==> src/rtl/xdump_ctrl.sv <==
// xdump_ctrl: run/dump controller for a processor register file.
//
// Purpose:
//   After a start pulse the block counts RUN cycles until the processor traps
//   (or an optional watchdog fires). It then walks the register file, one word
//   per two cycles (RD: present address, OUT: offer word), streaming
//   {index, value} pairs over a valid/ready port, and parks in DONE.
//
// Ports:
//   clk        - single clock, rising edge
//   rst        - synchronous reset, active low
//   start      - one-cycle pulse, begins a run from IDLE or DONE
//   trap       - processor end-of-program indication (sampled in RUN only)
//   regf_addr  - register-file read address (always equals the dump index)
//   regf_rdata - register-file read data, valid one cycle after regf_addr
//   dump_valid - a dump word is offered
//   dump_ready - sink accepts the offered word
//   dump_addr  - register index of the offered word
//   dump_data  - register value of the offered word
//   cycles     - RUN cycles elapsed, saturating
//   busy       - high in RUN, RD and OUT
//   done       - high in DONE
//   timeout    - sticky: the last run was ended by the watchdog
module xdump_ctrl #(
  parameter int DATA_W      = 32,
  parameter int REGF_ADDR_W = 4,
  parameter int CYC_W       = 32,
  parameter int TIMEOUT     = 0
) (
  input  logic                   clk,
  input  logic                   rst,
  input  logic                   start,
  input  logic                   trap,
  output logic [REGF_ADDR_W-1:0] regf_addr,
  input  logic [DATA_W-1:0]      regf_rdata,
  output logic                   dump_valid,
  input  logic                   dump_ready,
  output logic [REGF_ADDR_W-1:0] dump_addr,
  output logic [DATA_W-1:0]      dump_data,
  output logic [CYC_W-1:0]       cycles,
  output logic                   busy,
  output logic                   done,
  output logic                   timeout
);

  typedef enum logic [2:0] {
    S_IDLE = 3'd0,
    S_RUN  = 3'd1,
    S_RD   = 3'd2,
    S_OUT  = 3'd3,
    S_DONE = 3'd4
  } state_t;

  localparam logic                   WD_EN    = (TIMEOUT > 0);
  // Last count value before the watchdog trips; only meaningful when WD_EN.
  localparam logic [CYC_W-1:0]       WD_LAST  = CYC_W'(TIMEOUT - 1);
  localparam logic [CYC_W-1:0]       CYC_MAX  = '1;
  localparam logic [REGF_ADDR_W-1:0] IDX_LAST = '1;

  state_t                 r_state;
  logic [REGF_ADDR_W-1:0] r_index;
  logic [CYC_W-1:0]       r_cycles;
  logic                   r_timeout;
  logic [REGF_ADDR_W-1:0] r_dump_addr;
  logic [DATA_W-1:0]      r_dump_data;
  logic                   r_dump_valid;
  logic                   r_busy;
  logic                   r_done;

  state_t                 w_state_nxt;
  logic [REGF_ADDR_W-1:0] w_index_nxt;
  logic [CYC_W-1:0]       w_cycles_nxt;
  logic                   w_timeout_nxt;
  logic [REGF_ADDR_W-1:0] w_dump_addr_nxt;
  logic [DATA_W-1:0]      w_dump_data_nxt;
  logic [CYC_W-1:0]       w_cycles_inc;
  logic                   w_wd_hit;

  // Saturating increment: the counter sticks at all-ones instead of wrapping.
  assign w_cycles_inc = (r_cycles == CYC_MAX) ? r_cycles : (r_cycles + CYC_W'(1));
  assign w_wd_hit     = WD_EN && (r_cycles == WD_LAST);

  // Next-state and datapath next values; everything holds unless a branch updates it.
  always_comb begin
    w_state_nxt     = r_state;
    w_index_nxt     = r_index;
    w_cycles_nxt    = r_cycles;
    w_timeout_nxt   = r_timeout;
    w_dump_addr_nxt = r_dump_addr;
    w_dump_data_nxt = r_dump_data;
    case (r_state)
      S_IDLE, S_DONE: begin
        if (start) begin
          w_state_nxt   = S_RUN;
          w_index_nxt   = '0;
          w_cycles_nxt  = '0;
          w_timeout_nxt = 1'b0;
        end else begin
          w_state_nxt = r_state;
        end
      end
      S_RUN: begin
        // Trap has priority over a coinciding watchdog expiry; the trap
        // cycle itself is not counted.
        if (trap) begin
          w_state_nxt = S_RD;
          w_index_nxt = '0;
        end else if (w_wd_hit) begin
          w_state_nxt   = S_RD;
          w_index_nxt   = '0;
          w_timeout_nxt = 1'b1;
          w_cycles_nxt  = w_cycles_inc;
        end else begin
          w_cycles_nxt = w_cycles_inc;
        end
      end
      S_RD: begin
        // regf_addr has been stable for this whole cycle, so the read data
        // is valid at this edge.
        w_state_nxt     = S_OUT;
        w_dump_addr_nxt = r_index;
        w_dump_data_nxt = regf_rdata;
      end
      S_OUT: begin
        if (dump_ready) begin
          if (r_index == IDX_LAST) begin
            w_state_nxt = S_DONE;
          end else begin
            w_state_nxt = S_RD;
            w_index_nxt = r_index + REGF_ADDR_W'(1);
          end
        end else begin
          w_state_nxt = S_OUT;
        end
      end
      default: begin
        w_state_nxt = S_IDLE;
      end
    endcase
  end

  // State, datapath and registered status outputs with synchronous active-low reset.
  always_ff @(posedge clk) begin
    if (!rst) begin
      r_state      <= S_IDLE;
      r_index      <= '0;
      r_cycles     <= '0;
      r_timeout    <= 1'b0;
      r_dump_addr  <= '0;
      r_dump_data  <= '0;
      r_dump_valid <= 1'b0;
      r_busy       <= 1'b0;
      r_done       <= 1'b0;
    end else begin
      r_state      <= w_state_nxt;
      r_index      <= w_index_nxt;
      r_cycles     <= w_cycles_nxt;
      r_timeout    <= w_timeout_nxt;
      r_dump_addr  <= w_dump_addr_nxt;
      r_dump_data  <= w_dump_data_nxt;
      r_dump_valid <= (w_state_nxt == S_OUT);
      r_busy       <= (w_state_nxt == S_RUN) || (w_state_nxt == S_RD) || (w_state_nxt == S_OUT);
      r_done       <= (w_state_nxt == S_DONE);
    end
  end

  assign regf_addr  = r_index;
  assign dump_valid = r_dump_valid;
  assign dump_addr  = r_dump_addr;
  assign dump_data  = r_dump_data;
  assign cycles     = r_cycles;
  assign busy       = r_busy;
  assign done       = r_done;
  assign timeout    = r_timeout;

endmodule

==> config.mk <==
export PLATFORM = sky130hd
export DESIGN_NAME = xdump_ctrl
export DESIGN_NICKNAME = d
export VERILOG_FILES = /design/src/rtl/xdump_ctrl.sv
export SDC_FILE = /design/constraint.sdc
export NUM_CORES = 1
export LEC_CHECK = 0
export CAP_MARGIN = 20
export CORE_MARGIN = 2
export CORE_UTILIZATION = 34
export CTS_CLUSTER_SIZE = 28
export DETAILED_ROUTE_END_ITERATION = 7
export PLACE_DENSITY = 0.68
export SETUP_SLACK_MARGIN = 0.1
export SYNTH_ARGS = -nofsm -noshare
export SYNTH_HDL_FRONTEND = slang
export SYNTH_SLANG_ARGS = --single-unit
export TNS_END_PERCENT = 20
==> constraint.sdc <==
create_clock -name clk -period 1.95 [get_ports clk]
set_input_delay 0.39 -clock clk [delete_from_list [all_inputs] [get_ports clk]]
set_output_delay 0.39 -clock clk [all_outputs]
set_load 0.05 [all_outputs]
### After elaboration in Yosys (flattened, before gate mapping)

Cells that the tools add are included.

| word-level totals | value |
|---|---|
| bits in registers | 78 |
| input bits | 37 |
| output and inout bits | 76 |
| logic and storage cells | 48 |

| cells by class | value |
|---|---|
| $add $sub $neg | 2 |
| eq/ne operators | 16 |
| mux-type cells | 14 |
| reductions and logical operators | 8 |

Operators with widths:

| kind | number |
|---|---|
| $mux 32 | 3 |
| $pmux 32 s2 | 1 |
| $add 32x1->32 const B | 1 |
| $eq 32x32->1 const B | 1 |
| $mux 4 | 4 |
| $eq 3x2->1 const B | 4 |
| $mux 3 | 4 |
| $ne 2x2->1 const B | 6 |
| $pmux 3 s4 | 1 |
| $pmux 4 s3 | 1 |
| $eq 3x1->1 const B | 2 |
| $eq 3x3->1 const B | 2 |
| $reduce_and 5->1 | 1 |
| $add 4x1->4 const B | 1 |
| $eq 4x4->1 const B | 1 |
| $reduce_and 4->1 | 1 |
| $logic_not 3->1 | 1 |
| $reduce_bool 3->1 | 1 |
| $logic_or 1x1->1 | 2 |
| $reduce_bool 2->1 | 1 |
| $reduce_or 2->1 | 1 |

### Longest topological paths before layout

Gate-level depths: netlist (run 1).

| depth | value |
|---|---|
| depth after elaboration | 7 |
| depth in mapped cells | 9 |
| gate-level depth less buffers | 7 |

### Worst setup path before layout (run 1)

Ideal clock, no wire load.

| timing path | value |
|---|---|
| path type | register to register |
| start | reg r_cycles[13], in the netlist cycles[13] |
| end | reg r_cycles[21], in the netlist cycles[21] |
| library setup time | 0.159 ns |
| arrival | 2.298 ns |
| required time | 1.791 ns |
| path slack | -0.507 ns |
| cell stages (with the launch flop) | 8 |
| buffers on the path | 1 |
| period minus slack after synthesis | 2.457 ns |
| cells stage by stage | dfxtp_1 > nand4_1 > or4_4 > nor4_4 > nor2_2 > buf_6 > a41oi_2 > a311oi_1 |

| on the way | value |
|---|---|
| cells in the longest elaborated chain, start to end | 4 |
| elaborated cells on any way between the ends | 7 |
| those cells by class | add/sub: 1; eq/ne: 2; mux: 3; reduce/logical: 1 |

RTL lines:

| item | line | source |
|---|---|---|
| from (decl) | 62 | `logic [CYC_W-1:0] r_cycles;` |
| from (signal assigned) | 157 | `r_cycles <= w_cycles_nxt;` |
| $add 32x1->32 | 80 | `assign w_cycles_inc = (r_cycles == CYC_MAX) ? r_cycles : (r_cycles + CYC_W'(1));` |
| $mux 32 | 80 |  |
| $mux 32 | 105 | `if (trap) begin` |
| $pmux 32 s2 | 91 | `case (r_state)` |

Parallel ways exist; a longest one is shown, timed or not. The select of a mux whose other input is x is not followed.
A chain may end at the register's enable or synchronous reset.

### Final worst setup path (run 1)

| timing path | value |
|---|---|
| start | reg r_cycles[1], in the netlist cycles[1] |
| end | reg r_cycles[25], in the netlist cycles[25] |

The elaborated chain is that of the path after synthesis.

==> impl_metrics.py, run 1 <==
metrics = {
    "pwr": {
        "power_mw": 3.39,
        "power_per_cell_area_nw_per_um2": 577,
        "p_leak_nw": 2.44,
        "vdd.ir_drop.worst_mv": 0.432,
    },
    "clocking": {
        "tritoncts.num_buffers": 9,
        "worst_skew_pair.late_latency_ps": 350,
        "cts.htree.levels": 3,
        "cts.clk_slew.worst_paths_ps": 90,
        "cts_buffer_depth": 2,
        "tritoncts": "yes",
        "cts_root_buf": "sky130_fd_sc_hd__clkbuf_8",
        "clkSinkCount": 78,
    },
    "layout": {
        "layout.nets": 684,
        "final-instance-count-excl-fill": 786,
        "finish.utilization_pct": 57.4,
        "ratio_of_cells_with_drive_above_1_in_the_final_layout_pct": 35.8,
        "num_antenna_cells": 0,
        "area_delta_synth_final_pct": 65.5,
        "final_design_area_no_fill_sq_um": 5870,
    },
    "synth": {
        "netlist_area_sq_um": 3550,
        "synth_nets": 495,
        "syn-mean-instance-area_sq_um": 7.78,
        "syn_inst": 456,
        "ys_async_sr_fraction_pct": 0,
        "area_share_of_the_leading_cell_type_in_the_synthesized_netlist_pct": 44.0,
        "synth.top_cells.by_area": "sky130_fd_sc_hd__dfxtp_1 44%, sky130_fd_sc_hd__nand2_1 10%, sky130_fd_sc_hd__a21oi_1 8.9%",
        "ys_types": 52,
        "synth_area_leader_cell": "sky130_fd_sc_hd__dfxtp_1",
        "synth_edf_count": 0,
        "synth-seq-cells": 78,
        "ys_seq_area_share_pct": 44.0,
        "dominantRegCellSynth": "sky130_fd_sc_hd__dfxtp_1",
        "synth-warning-count": 0,
    },
    "outcome": {
        "failed_checks": "setup timing",
        "status": "complete, but fails checks",
    },
    "global_route": {
        "grt_antenna_before_repair": 0,
        "globalRouteOverflowTotal": 0,
        "first_pass_grt_wire_length_mm": 19.9,
        "grt_max_degree": 42,
        "groute.usage.overall_pct": 21.8,
        "grt_pass1_vias": 4201,
    },
    "worst_setup_path": {
        "worstSetupEndpointType": "flop",
        "cp-startpoint": "cycles[1]$_SDFFE_PN0P_",
        "worst_ep_arrival_time_ps": 2250,
        "worstSetupPathType": "reg -> reg",
        "timing.reg2reg.worst_path_depth": 7,
        "critical_path.startpoint_type": "flop",
        "worst_r2r_endpoint": "cycles[25]$_SDFFE_PN0P_",
        "r2r_slack_ps": -20,
        "cp-endpoint": "cycles[25]$_SDFFE_PN0P_",
        "worst-path-max-fanout": 4,
        "reg2reg_from": "cycles[1]$_SDFFE_PN0P_",
        "critical_path_required_ps": 2230,
    },
    "place": {
        "placement.cell_area_sq_um": 5350,
        "buffer_ports.inserted": 111,
        "gp_routability_congestion": 0.909,
        "dpl.cell_count": 761,
        "dp_worst_setup_slack_ps": -352,
        "place_hpwl_mm": 8.63,
    },
    "floorplanning": {
        "die_width_um": 106,
        "num_rows": 37,
        "design.die.area_sq_um": 11300,
        "effective_utilization_at_floorplan_pct": 34.7,
        "fp.coreArea_sq_um": 10200,
        "io-pin-count": 113,
        "die_y_um": 106,
    },
    "sta": {
        "period_needed_ps": 1970,
        "totalNegativeSetupSlack_ps": -81.8,
        "final_setup_violation_count": 7,
        "hold_viol": 0,
        "hold_ws_ps": 453,
        "final_min_period_over_clock_period_pct": 101,
        "worst_slew_pin_slew_ps": 533,
        "grt_setup_unrepaired": "yes",
        "clock.fmax_ghz": 0.507,
        "finalMaxSlewViolations": 0,
        "postLayoutSetupSlackWorst_ps": -21.3,
        "clock-skew-final_ps": 12.9,
        "slew_headroom_pct": 64.6,
    },
    "detailed_routing": {
        "avgRoutedWirePerCell_um": 15.4,
        "vias_per_cell": 5.32,
        "detailedRoute.firstPassIterationCount": 5,
        "totalWireLength_mm": 12.1,
        "route.antenna.remaining_nets": 0,
        "detail_route.iter0.violations": 223,
        "drc_errors": 0,
        "num_vias": 4181,
    },
    "flow_run": {
        "max_cap_violations": 0,
    },
    "min_path": {
        "holdCritPathClass": "reg -> reg",
    },
}
power by group:
| group | switching [mW] | total, mW | leakage (nW) | internal (mW) |
|---|---|---|---|---|
| Combinational | 0.374 | 0.615 | 1.69 | 0.241 |
| Clock | 0.665 | 1.15 | 0.0925 | 0.481 |
| Sequential | 0.0186 | 1.63 | 0.651 | 1.61 |
| Total | 1.06 | 3.39 | 2.44 | 2.33 |
repair_timing:
item / in CTS / in global routing
buffers inserted: 8 / 1
pin swaps: 31 / 24
setup endpoints to repair: 77 / 36
hold endpoints to repair: 0 / 0
resized for setup: 85 / 30
hold buffers: 0 / 0
worst max-delay path: stages, from the launching register on:
cell,delay (ps)
sky130_fd_sc_hd__dfxtp_4,360
sky130_fd_sc_hd__ha_4,150
sky130_fd_sc_hd__and3_4,170
sky130_fd_sc_hd__nand4_1,210
sky130_fd_sc_hd__nor4_4,90
sky130_fd_sc_hd__or2_1,280
sky130_fd_sc_hd__or4b_1,510
sky130_fd_sc_hd__a21oi_1,130
kinds of logic after synthesis:
family / after synthesis / share of synthesized area (%)
adder cells (fa/ha/maj): 2 / 0.705
AND/OR/NAND/NOR: 214 / 30.1
buffers and inverters: 36 / 4.44
AO/OA/AOI/OAI: 122 / 19.8
multiplexers: 3 / 0.882
flip-flops: 78 / 44.0
other: 1 / 0.106
cells in the final DEF, fill, tap and decap left out, drive strengths merged, types with 10 or more instances in the layout:
master,instances
nor2,33
dfxtp,78
nor3,11
o21ai,27
dlygate4sd2,41
buf,131
nand4,15
a21oi,63
inv,10
clkdlybuf4s50,36
nand2,98
sequential cells by signal (all words and copies together) (netlist names):
signal	cells
regf_addr	4
dump_data	32
cycles	32
busy	1
dump_valid	1
done	1
r_state	3
dump_addr	4
worst min-delay path by stage:
stage | start | end | slack [ps] | cells past startpoint
after floorplan | r_state[2]$_SDFF_PN0_ | r_state[1]$_SDFF_PN0_ | 500 | 1
after global placement | dump_data[27]$_SDFFE_PN0N_ | dump_data[27]$_SDFFE_PN0N_ | 440 | 2
after detailed placement | dump_data[1]$_SDFFE_PN0N_ | dump_data[1]$_SDFFE_PN0N_ | 450 | 2
after CTS | dump_data[27]$_SDFFE_PN0N_ | dump_data[27]$_SDFFE_PN0N_ | 460 | 2
after global routing | dump_data[1]$_SDFFE_PN0N_ | dump_data[1]$_SDFFE_PN0N_ | 470 | 2
final | dump_data[27]$_SDFFE_PN0N_ | dump_data[27]$_SDFFE_PN0N_ | 450 | 2
cell type report:
| type | instances | area [sq um] |
|---|---|---|
| Sequential cell | 78 | 1640 |
| Inverter | 6 | 22.5 |
| Clock buffer | 9 | 124 |
| Tap cell | 136 | 170 |
| Fill cell | 937 | 4360 |
| Timing Repair Buffer | 208 | 1760 |
| Multi-Input combinational cell | 342 | 2100 |
| Clock inverter | 7 | 56.3 |
cell usage after synthesis, types with 4 or more instances:
| cell type | n |
|---|---|
| sky130_fd_sc_hd__nor2_1 | 32 |
| sky130_fd_sc_hd__and3_1 | 9 |
| sky130_fd_sc_hd__a211oi_1 | 4 |
| sky130_fd_sc_hd__o31ai_1 | 4 |
| sky130_fd_sc_hd__a311oi_1 | 4 |
| sky130_fd_sc_hd__and2_1 | 4 |
| sky130_fd_sc_hd__nand3_1 | 9 |
| sky130_fd_sc_hd__nand3b_1 | 4 |
| sky130_fd_sc_hd__and4_1 | 4 |
| sky130_fd_sc_hd__nor3_1 | 10 |
| sky130_fd_sc_hd__nand2_1 | 98 |
| sky130_fd_sc_hd__buf_2 | 8 |
| sky130_fd_sc_hd__dfxtp_1 | 78 |
| sky130_fd_sc_hd__clkbuf_1 | 19 |
| sky130_fd_sc_hd__or4_1 | 4 |
| sky130_fd_sc_hd__o21ai_0 | 24 |
| sky130_fd_sc_hd__a21oi_1 | 63 |
| sky130_fd_sc_hd__nand4_1 | 15 |
| sky130_fd_sc_hd__inv_1 | 6 |
| sky130_fd_sc_hd__a31oi_1 | 9 |
routing by layer:
metal  up-vias  global-route usage (%)  share of wire [%]
met5         -                       0                  0
met4         0                    7.80                2.1
met3        21                    7.54                9.7
met2       194                    36.0                 47
met1      1967                    26.1                 41
li1       1999                       -                  -
No activity file was read; power rests on OpenSTA's default activity.
==> run 2, diff against run 1 <==
--- a/config.mk
+++ b/config.mk
@@ -10,7 +10,8 @@
 export CORE_UTILIZATION = 34
 export CTS_CLUSTER_SIZE = 28
 export DETAILED_ROUTE_END_ITERATION = 7
-export PLACE_DENSITY = 0.68
+export GPL_ROUTABILITY_DRIVEN = 0
+export PLACE_DENSITY = 0.66
 export SETUP_SLACK_MARGIN = 0.1
 export SYNTH_ARGS = -nofsm -noshare
 export SYNTH_HDL_FRONTEND = slang
==> constraint.sdc (replaced) <==
create_clock -name clk -period 2.13 [get_ports clk]
set_input_delay 0.426 -clock clk [delete_from_list [all_inputs] [get_ports clk]]
set_output_delay 0.426 -clock clk [all_outputs]
set_load 0.05 [all_outputs]
==> run 2 against run 1 <==
Global-route usage down 1.5 points. Highest routed layer unchanged. First-iteration DRC count is 13% higher. Sequential power fell by 9%. Sequential share of layout area grew 0.39 points. Sequential cell count is the same. Register-to-register slack better by 110 ps. The flow now finishes without violations. Cell area down 1.2%. Clock skew shrank 0.59 ps. Count of clock-buffer cells in the layout is 1 higher.
==> impl_metrics.py, run 2 (synthesis results as in run 1) <==
metrics = {
    "detailed_routing": {
        "detail_route.iter0.violations": 251,
        "vias_per_cell": 5.26,
        "route.antenna.remaining_nets": 0,
        "avgRoutedWirePerCell_um": 15.4,
        "totalWireLength_mm": 11.7,
        "num_vias": 4005,
        "drc_errors": 0,
        "detailedRoute.firstPassIterationCount": 7,
    },
    "floorplanning": {
        "fp.coreArea_sq_um": 10200,
        "effective_utilization_at_floorplan_pct": 34.7,
        "io-pin-count": 113,
        "die_width_um": 106,
        "num_rows": 37,
        "die_y_um": 106,
        "design.die.area_sq_um": 11300,
    },
    "clocking": {
        "cts.clk_slew.worst_paths_ps": 90,
        "tritoncts.num_buffers": 9,
        "clkSinkCount": 78,
        "worst_skew_pair.late_latency_ps": 360,
        "cts.htree.levels": 3,
        "cts_root_buf": "sky130_fd_sc_hd__clkbuf_8",
        "cts_hold_buf": 0,
        "tritoncts": "yes",
        "cts_buffer_depth": 2,
    },
    "sta": {
        "clock.fmax_ghz": 0.491,
        "postLayoutSetupSlackWorst_ps": 92.3,
        "hold_viol": 0,
        "period_needed_ps": 2040,
        "slew_headroom_pct": 52.6,
        "totalNegativeSetupSlack_ps": 0,
        "final_min_period_over_clock_period_pct": 95.7,
        "final_setup_violation_count": 0,
        "grt_setup_unrepaired": "yes",
        "clock-skew-final_ps": 12.3,
        "worst_slew_pin_slew_ps": 711,
        "finalMaxSlewViolations": 0,
    },
    "flow_run": {
        "max_cap_violations": 0,
    },
    "layout": {
        "layout.nets": 659,
        "n_fill_cell": 927,
        "final_cell_mix": "97 x sky130_fd_sc_hd__nand2_1, 84 x sky130_fd_sc_hd__clkdlybuf4s50_1, 64 x sky130_fd_sc_hd__buf_4, 55 x sky130_fd_sc_hd__a21oi_1, 49 x sky130_fd_sc_hd__dfxtp_1",
        "finish.utilization_pct": 56.7,
        "most_common_library_cell_in_the_layout_ignoring_fill_and_taps": "sky130_fd_sc_hd__nand2_1",
        "final-instance-count-excl-fill": 761,
        "area_delta_synth_final_pct": 63.5,
        "ratio_of_cells_with_drive_above_1_in_the_final_layout_pct": 25.6,
        "num_antenna_cells": 0,
    },
    "worst_setup_path": {
        "critical_path_required_ps": 2400,
        "cp.depth": 7,
        "worstSetupEndpointType": "flop",
        "worst_ep_arrival_time_ps": 2310,
        "worstSetupPathType": "reg -> reg",
        "cp-startpoint": "cycles[14]$_SDFFE_PN0P_",
        "critical_path.startpoint_type": "flop",
        "timing.reg2reg.worst_path_depth": 7,
        "r2r_slack_ps": 90,
        "path_cells": "buf_4 > and4_1 > nand2_4 > or4_4 > nor3_4 > a21oi_2 > a311oi_1",
        "cp-endpoint": "cycles[29]$_SDFFE_PN0P_",
        "reg2reg_from": "cycles[14]$_SDFFE_PN0P_",
        "cpPeakStageDelay_ps": 570,
        "worst-path-max-fanout": 6,
        "crit_path_top_delay_cell": "sky130_fd_sc_hd__or4_4",
        "worst_r2r_endpoint": "cycles[29]$_SDFFE_PN0P_",
        "critical_path.n_buffers_inverters": 1,
        "cpLargestDelayFamily": "simple AND/OR/NAND/NOR gates",
    },
    "pwr": {
        "power_switching_share_pct": 29.2,
        "p_leak_nw": 2.52,
        "seq_power_share_pct": 45.9,
        "cell_internal_pwr_mw": 2.29,
        "power_per_cell_area_nw_per_um2": 558,
        "vdd.ir_drop.worst_mv": 0.353,
        "power_mw": 3.24,
        "power.switching_mw": 0.945,
        "pwr-share-comb_pct": 17.9,
        "power_frac_clock_pct": 36.2,
    },
    "global_route": {
        "grt_max_degree": 45,
        "globalRouteOverflowTotal": 0,
        "groute.usage.overall_pct": 20.2,
        "grt_antenna_before_repair": 0,
        "grt_pass1_vias": 3829,
        "first_pass_grt_wire_length_mm": 18.5,
    },
    "min_path": {
        "timing.hold.worst_path_depth": 2,
        "holdCritPathClass": "reg -> reg",
    },
    "place": {
        "place_hpwl_mm": 7.98,
        "dpl.cell_count": 737,
        "buffer_ports.inserted": 111,
        "dp_worst_setup_slack_ps": -226,
    },
    "outcome": {
        "status": "finished, final reports clean",
    },
}
## run 2: cell types whose count changed in the layout (fill, tap and decap cells not counted), moves of 4 or more
cell and delta:
sky130_fd_sc_hd__buf_4 -53, sky130_fd_sc_hd__buf_6 -7, sky130_fd_sc_hd__dlygate4sd2_1 -40, sky130_fd_sc_hd__dfxtp_2 -4, sky130_fd_sc_hd__clkdlybuf4s50_1 +48, sky130_fd_sc_hd__dlymetal6s2s_1 +26
## run 2: power by group through the flow
stage               registers (mW)  clock network [mW]  logic, mW
finish                        1.49                1.17      0.579
detailed placement            1.52                   0      0.531
global route                  1.49                1.26      0.621
global placement              1.52                   0      0.527
CTS                           1.49                1.20      0.544
floorplan                     1.63                   0      0.191
## run 2: area by class of cell
class / count / area, sq um / area share, %
Clock buffer: 10 / 138 / 2.37
Clock inverter: 6 / 67.6 / 1.17
Inverter: 6 / 22.5 / 0.388
Multi-Input combinational cell: 342 / 2000 / 34.5
Sequential cell: 78 / 1640 / 28.3
Tap cell: 136 / 170 / 2.93
Timing Repair Buffer: 183 / 1750 / 30.3
## run 2: how the worst min path moves through the flow
stage / from / end / slack [ps]
global route: dump_data[25]$_SDFFE_PN0N_ / dump_data[25]$_SDFFE_PN0N_ / 470
floorplan: r_state[2]$_SDFF_PN0_ / r_state[1]$_SDFF_PN0_ / 500
global placement: dump_data[26]$_SDFFE_PN0N_ / dump_data[26]$_SDFFE_PN0N_ / 440
detailed placement: dump_data[28]$_SDFFE_PN0N_ / dump_data[28]$_SDFFE_PN0N_ / 450
finish: dump_data[28]$_SDFFE_PN0N_ / dump_data[28]$_SDFFE_PN0N_ / 450
CTS: dump_data[28]$_SDFFE_PN0N_ / dump_data[28]$_SDFFE_PN0N_ / 460
## run 2: per-layer routing
layer / vias to the layer above / share of wire [%] / track usage (%)
met5: - / 0 / 0
met4: 0 / 1.2 / 5.45
met3: 16 / 9.4 / 7.54
met2: 159 / 47 / 33.0
met1: 1877 / 43 / 25.1
li1: 1953 / - / -
## run 2: tightest hold or removal path, stage by stage, from the launching register on
cell	delay [ps]
sky130_fd_sc_hd__dfxtp_1	310
sky130_fd_sc_hd__nand2_1	50
sky130_fd_sc_hd__a21oi_1	50
## run 2: timing repair
item	4_1_cts	5_1_grt
gates resized for setup	12	63
buffers inserted	4	4
setup endpoints to repair	53	57
pin swaps	8	23
## run 2: per-stage QoR
stage / instance area, sq um / hold slack (ps)
global route: 5800 / 473
CTS: 5550 / 456
detailed placement: 5270 / 447
floorplan: 3640 / 497
global placement: 5270 / 441
finish: 5800 / 455
